==> src/rtl/vx_raster_stamp_csr.sv <==
// Raster stamp consumer: on a warp fetch request, pops one stamp per active
// lane, unpacks it into that lane's CSR set, and completes the request.
// Cores read the lane CSRs through a 1-cycle registered read port.

package vx_raster_stamp_pkg;
  // One lane's CSR set as seen by the core.
  typedef struct packed {
    logic [31:0]       pos_mask;
    logic [31:0]       pid;
    logic [11:0][31:0] bcoords;   // [4*i+j] holds bcoords[i][j]
  } raster_csrs_t;
endpackage

// Per-lane CSR storage with a combinational address decode for the read mux.
module vx_raster_stamp_lane
  import vx_raster_stamp_pkg::*;
(
  input  logic         clk,
  input  logic         reset,
  input  logic         wr_en_i,
  input  raster_csrs_t wr_data_i,
  input  logic [3:0]   rd_addr_i,
  output logic [31:0]  rd_data_o
);

  raster_csrs_t csr_q;

  // CSR set register: cleared on reset, overwritten whole on a lane write.
  always_ff @(posedge clk) begin
    if (reset)        csr_q <= '0;
    else if (wr_en_i) csr_q <= wr_data_i;
  end

  // Address decode: 0 pos_mask, 1 pid, 2..13 bcoords, 14/15 read as zero.
  always_comb begin
    rd_data_o = '0;
    if (rd_addr_i == 4'd0)       rd_data_o = csr_q.pos_mask;
    else if (rd_addr_i == 4'd1)  rd_data_o = csr_q.pid;
    else if (rd_addr_i <= 4'd13) rd_data_o = csr_q.bcoords[rd_addr_i - 4'd2];
  end

endmodule

module vx_raster_stamp_csr
  import vx_raster_stamp_pkg::*;
#(
  parameter  int NUM_LANES = 4,
  parameter  int DIM_BITS  = 12,
  parameter  int PID_BITS  = 16,
  parameter  int TAG_BITS  = 8,
  localparam int STAMP_W   = 2*(DIM_BITS-1) + 4 + 384 + PID_BITS,
  localparam int LANE_W    = (NUM_LANES > 1) ? $clog2(NUM_LANES) : 1
) (
  input  logic                 clk,
  input  logic                 reset,
  input  logic                 stamp_valid,
  input  logic [STAMP_W-1:0]   stamp_data,
  input  logic                 stamp_eos,
  output logic                 stamp_ready,
  input  logic                 req_valid,
  input  logic [NUM_LANES-1:0] req_tmask,
  input  logic [TAG_BITS-1:0]  req_tag,
  output logic                 req_ready,
  output logic                 rsp_valid,
  output logic [TAG_BITS-1:0]  rsp_tag,
  output logic                 rsp_empty,
  input  logic                 rsp_ready,
  input  logic                 csr_rd_valid,
  input  logic [LANE_W-1:0]    csr_rd_lane,
  input  logic [3:0]           csr_rd_addr,
  output logic [31:0]          csr_rd_data,
  output logic                 csr_rd_ack
);

  // Stamp field positions, LSB first: pid, bcoords, mask, pos_y, pos_x.
  localparam int BC_LSB   = PID_BITS;
  localparam int MASK_LSB = BC_LSB + 384;
  localparam int POSY_LSB = MASK_LSB + 4;
  localparam int POSX_LSB = POSY_LSB + DIM_BITS - 1;

  typedef enum logic [1:0] {S_IDLE, S_FILL, S_RESP} state_t;

  state_t                state_q, state_d;
  logic [NUM_LANES-1:0]  pend_q, pend_d;     // active lanes still waiting for a stamp
  logic [TAG_BITS-1:0]   tag_q, tag_d;
  logic                  empty_q, empty_d;
  logic [NUM_LANES-1:0]  lowbit;             // one-hot current lane pointer
  logic [NUM_LANES-1:0]  lane_we;
  logic                  wr_zero;
  raster_csrs_t          stamp_csrs, wr_data;
  logic [NUM_LANES-1:0][31:0] lane_rd;
  logic [31:0]           rd_data_q;
  logic                  rd_ack_q;

  // Unpack the incoming stamp into CSR layout.
  assign stamp_csrs.pos_mask = 32'({stamp_data[POSY_LSB +: DIM_BITS-1],
                                    stamp_data[POSX_LSB +: DIM_BITS-1],
                                    stamp_data[MASK_LSB +: 4]});
  assign stamp_csrs.pid      = 32'(stamp_data[PID_BITS-1:0]);
  assign stamp_csrs.bcoords  = stamp_data[BC_LSB +: 384];

  // End-of-stream flushes the remaining lanes with an all-zero CSR set.
  assign wr_data = wr_zero ? '0 : stamp_csrs;

  // Lowest pending lane is the next one to fill.
  assign lowbit = pend_q & (~pend_q + NUM_LANES'(1));

  // Request FSM: next-state and handshake outputs.
  always_comb begin
    state_d     = state_q;
    pend_d      = pend_q;
    tag_d       = tag_q;
    empty_d     = empty_q;
    lane_we     = '0;
    wr_zero     = 1'b0;
    req_ready   = 1'b0;
    stamp_ready = 1'b0;
    rsp_valid   = 1'b0;
    case (state_q)
      S_IDLE: begin
        req_ready = 1'b1;
        if (req_valid) begin
          pend_d  = req_tmask;
          tag_d   = req_tag;
          empty_d = 1'b1;
          state_d = (req_tmask == '0) ? S_RESP : S_FILL;
        end
      end
      S_FILL: begin
        stamp_ready = 1'b1;
        if (stamp_valid) begin
          lane_we = lowbit;
          pend_d  = pend_q & ~lowbit;
          empty_d = 1'b0;
          if ((pend_q & ~lowbit) == '0) state_d = S_RESP;
        end else if (stamp_eos) begin
          lane_we = pend_q;
          wr_zero = 1'b1;
          pend_d  = '0;
          state_d = S_RESP;
        end
      end
      S_RESP: begin
        rsp_valid = 1'b1;
        if (rsp_ready) state_d = S_IDLE;
      end
      default: state_d = S_IDLE;
    endcase
  end

  // Request FSM state and latched request context.
  always_ff @(posedge clk) begin
    if (reset) begin
      state_q <= S_IDLE;
      pend_q  <= '0;
      tag_q   <= '0;
      empty_q <= 1'b0;
    end else begin
      state_q <= state_d;
      pend_q  <= pend_d;
      tag_q   <= tag_d;
      empty_q <= empty_d;
    end
  end

  assign rsp_tag   = rsp_valid ? tag_q : '0;
  assign rsp_empty = rsp_valid & empty_q;

  for (genvar g = 0; g < NUM_LANES; g++) begin : g_lane
    vx_raster_stamp_lane u_lane (
      .clk       (clk),
      .reset     (reset),
      .wr_en_i   (lane_we[g]),
      .wr_data_i (wr_data),
      .rd_addr_i (csr_rd_addr),
      .rd_data_o (lane_rd[g])
    );
  end

  // Registered read port: samples pre-write lane state, so a same-cycle
  // write is seen only on the following read.
  always_ff @(posedge clk) begin
    if (reset) begin
      rd_data_q <= '0;
      rd_ack_q  <= 1'b0;
    end else begin
      rd_data_q <= csr_rd_valid ? lane_rd[csr_rd_lane] : '0;
      rd_ack_q  <= csr_rd_valid;
    end
  end

  assign csr_rd_data = rd_data_q;
  assign csr_rd_ack  = rd_ack_q;

endmodule

==> config.mk <==
export PLATFORM = sky130hd
export DESIGN_NAME = vx_raster_stamp_csr
export DESIGN_NICKNAME = d
export VERILOG_FILES = /design/src/rtl/vx_raster_stamp_csr.sv
export SDC_FILE = /design/constraint.sdc
export NUM_CORES = 2
export LEC_CHECK = 0
export ABC_CLOCK_PERIOD_IN_PS = 3700
export BUFFER_PORTS_ARGS = -buffer_cell sky130_fd_sc_hd__clkbuf_2
export CAP_MARGIN = 20
export CORE_ASPECT_RATIO = 0.8
export CORE_MARGIN = 2
export CORE_UTILIZATION = 50
export DETAILED_ROUTE_END_ITERATION = 8
export HOLD_SLACK_MARGIN = 0.1
export PLACE_DENSITY_LB_ADDON = 0.2
export SLEW_MARGIN = 20
export SYNTH_ARGS = -nofsm -noshare
export SYNTH_HDL_FRONTEND = slang
export SYNTH_SLANG_ARGS = --single-unit
==> constraint.sdc <==
create_clock -name clk -period 3.7 [get_ports clk]
set_clock_uncertainty 0.15 [all_clocks]
set_input_delay 0.185 -clock clk [delete_from_list [all_inputs] [get_ports clk]]
set_output_delay 0.185 -clock clk [all_outputs]
set_load 0.01 [all_outputs]
==> flow_summary_export.csv <==
group,metric,value,unit
status,status,"complete, no violations",
yosys,syn-mean-instance-area,8.572,sq um
sta,hold_viol_final,0,
yosys,syn_inst,8891,
placed_design,gp_congestion,1.048,
sta,finalSetupTns,0,ns
yosys,synth_xor_area_share,0.03448,%
clocking,postCtsHoldBufs,813,
worst_hold_path,hp-class,"in2reg",
clocking,clock_path_buffers,3,
route,drc,0,
route,drt-total-wl,309.0,mm
cells_and_area,nFillCells,12651,
yosys,yosysUniqueCellTypes,54,
cells_and_area,final_common_cell,"nand3_1",
yosys,synth_simple_gate_area_share,21.23,%
die,core,151800,sq um
sta,holdWs,0.1211,ns
yosys,synth_compound_area_share,13.97,%
critical_path,required,4.26,ns
die,io_pins,496,
yosys,yosys_register_bits,1752,
power_and_ir_drop,irDropWorstVdd,0.0004309,V
global_route,gr-total-overflow,0,
yosys,synth_top_family_by_area,"simple AND/OR/NAND/NOR gates",
power_and_ir_drop,leakagePower,31.49,nW
global_route,grt_max_degree,238,
yosys,synth_top_flop_cell,"dfxtp_1",
job,maxCapViolations,0,
yosys,async_flop_share,0,%
clocking,root_buffer,"clkbuf_16",
clocking,cts_tree,"built",
route,ant_nets,0,
yosys,yosysSeqAreaShare,46.02,%
route,num_vias,75141,
yosys,synth.net_count,9343,
sta,rsz0062_at_grt,"no",
die,dieArea,155600,sq um
die,initial_core_util,50.20,%
power_and_ir_drop,power.density,450.8,nW/um^2
clocking,cts_resized,0,
yosys,synth_edf_count,0,
die,rows,128,
die,die_h,353.2,um
global_route,grt_pass1_wl,456.6,mm
cells_and_area,final_cells,11901,
yosys,synth_mux_area_share,13.10,%
critical_path,path_class,"in2reg",
placed_design,portBuffers,495,
route,drt_pre_antenna_iters,9,
sta,maxSlewHeadroom,11.43,%
sta,layout_min_cycle_time,3.447,ns
placed_design,dp.cells,10720,
clocking,post_cts_buffers,0,
clocking,clkTransAtPathRegs,0.06,ns
route,drt_iter0_markers,11590,
critical_path,worstPathArrival,4.00,ns
clocking,numClockSinks,1752,
cells_and_area,design_area,94160,sq um
critical_path,start_kind,"input port",
sta,drv_slew,0,
route,wl_per_cell,25.97,um
power_and_ir_drop,totalPowerFinal,0.04244,W
clocking,cts_made_buffers,173,
global_route,grt_usage,38.47,%
die,die_w,440.5,um
cells_and_area,final_cell_mix,"1773 x nand3_1, 1769 x nand2_1, 1752 x dfxtp_1",
cells_and_area,drive_gt1_share,14.73,%
clocking,htree_num_levels,4,
yosys,synth_warnings,0,
placed_design,place_area,80170,sq um
yosys,synth_fa_ha_area_share,0.02955,%
critical_path,cp-end-kind,"flip-flop",
cells_and_area,area_growth,23.54,%
critical_path,path_max_fanout,36,
sta,setup_viol,0,
global_route,antenna_found_initial,66,
yosys,synth_area,76210,sq um
route,vias_per_cell,6.314,
clocking,clk_latency,0.83,ns
sta,worst_pin_slew,1.329,ns
global_route,grt_pass1_vias,69600,
sta,max_freq,290.1,MHz
placed_design,dp_hpwl,208.0,mm
sta,period_share,93.17,%
cells_and_area,nNetsFinal,10145,
metrics by stage:
step           setup slack [ns]  util [%]
2_1_floorplan            0.4725         -
3_3_place_gp             0.5974     52.81
3_5_place_dp             0.6131     52.81
4_1_cts                  0.4182     61.93
5_1_grt                  0.2331     61.98
6_report                 0.2526     62.02
per-layer routing:
metal | share of wire (%) | routed length (um) | track usage (%) | vias to the layer above
met5 | 0.13 | 416 | 0 | -
met4 | 5.6 | 17260 | 18.52 | 26
met3 | 13 | 38840 | 11.59 | 822
met2 | 44 | 134500 | 56.69 | 4789
met1 | 38 | 118000 | 51.49 | 36292
li1 | - | - | - | 33212
Yosys cell counts (5+ instances only):
master,number,share of area (%)
a211oi_1,17,0.17
a21oi_1,1722,11
a22oi_1,56,0.55
a31oi_1,9,0.074
and2_1,11,0.090
and3_1,5,0.041
buf_1,79,0.39
buf_2,323,2.1
buf_4,17,0.17
buf_6,21,0.31
buf_8,9,0.18
clkbuf_1,485,2.4
dfxtp_1,1752,46
inv_1,7,0.034
mux2i_1,93,1.2
mux4_2,400,12
nand2_1,1771,8.7
nand3_1,1777,12
nand4_1,11,0.090
nor2_1,26,0.13
nor2b_1,6,0.049
nor3_1,33,0.22
nor4_1,16,0.13
o21ai_0,75,0.49
o21ai_1,13,0.085
o22ai_1,91,0.75
o31ai_1,6,0.059
o41ai_1,16,0.18
power by group:
group          switching, W  internal [W]  total, W  leakage [nW]
Combinational       0.00318       0.00182   0.00500          14.5
Clock               0.00794        0.0101    0.0180          2.84
Sequential         0.000207        0.0192    0.0194          14.1
Total                0.0113        0.0311    0.0424          31.5
flip-flops by register name, summed over array words and instances, names as in the netlist:
signal / cells
tag_q: 8
csr_rd_ack: 1
pend_q: 4
state_q: 2
empty_q: 1
g_lane.u_lane.csr_q: 1704
csr_rd_data: 32
final cells by class:
| type | instances | area [sq um] | area share, % |
|---|---|---|---|
| multi-input combinational | 6196 | 37000 | 39.30 |
| sequential | 1752 | 35070 | 37.25 |
| timing repair buffer | 1562 | 13680 | 14.53 |
| clock buffer | 268 | 5233 | 5.557 |
| tap | 2015 | 2521 | 2.678 |
| clock inverter | 49 | 488.0 | 0.5182 |
| antenna | 51 | 127.6 | 0.1355 |
| inverter | 8 | 30.03 | 0.03189 |
final timing paths:
kind,from,slack [ns],depth (start not counted),endpoint
hold / removal,stamp_data[103],0.12,4,g_lane[2].u_lane.csr_q[87]$_SDFFE_PP0P_
setup reg to reg,state_q[1]$_SDFFE_PP0P_,0.66,5,g_lane[3].u_lane.csr_q[70]$_SDFFE_PP0P_
hold reg to reg,g_lane[0].u_lane.csr_q[310]$_SDFFE_PP0P_,0.30,2,g_lane[0].u_lane.csr_q[310]$_SDFFE_PP0P_
setup / recovery,csr_rd_addr[1],0.25,12,csr_rd_data[13]$_SDFF_PP0_
critical path, stage by stage:
cell	delay, ns
dlygate4sd3_1	0.58
buf_8	0.18
nor3_4	0.24
dlygate4sd3_1	0.61
buf_4	0.40
nand2_2	0.33
buf_4	0.37
o21ai_1	0.27
o41ai_1	0.09
nor2_1	0.11
dlygate4sd3_1	0.56
o21ai_1	0.06
cell families after synthesis:
group           count (synthesis)
compound gates               2028
flops                        1752
fa+ha+maj                       2
simple gates                 3666
xor+xnor                        3
buf+inv                       943
mux                           497
No activity file was read; power rests on OpenSTA's default activity.
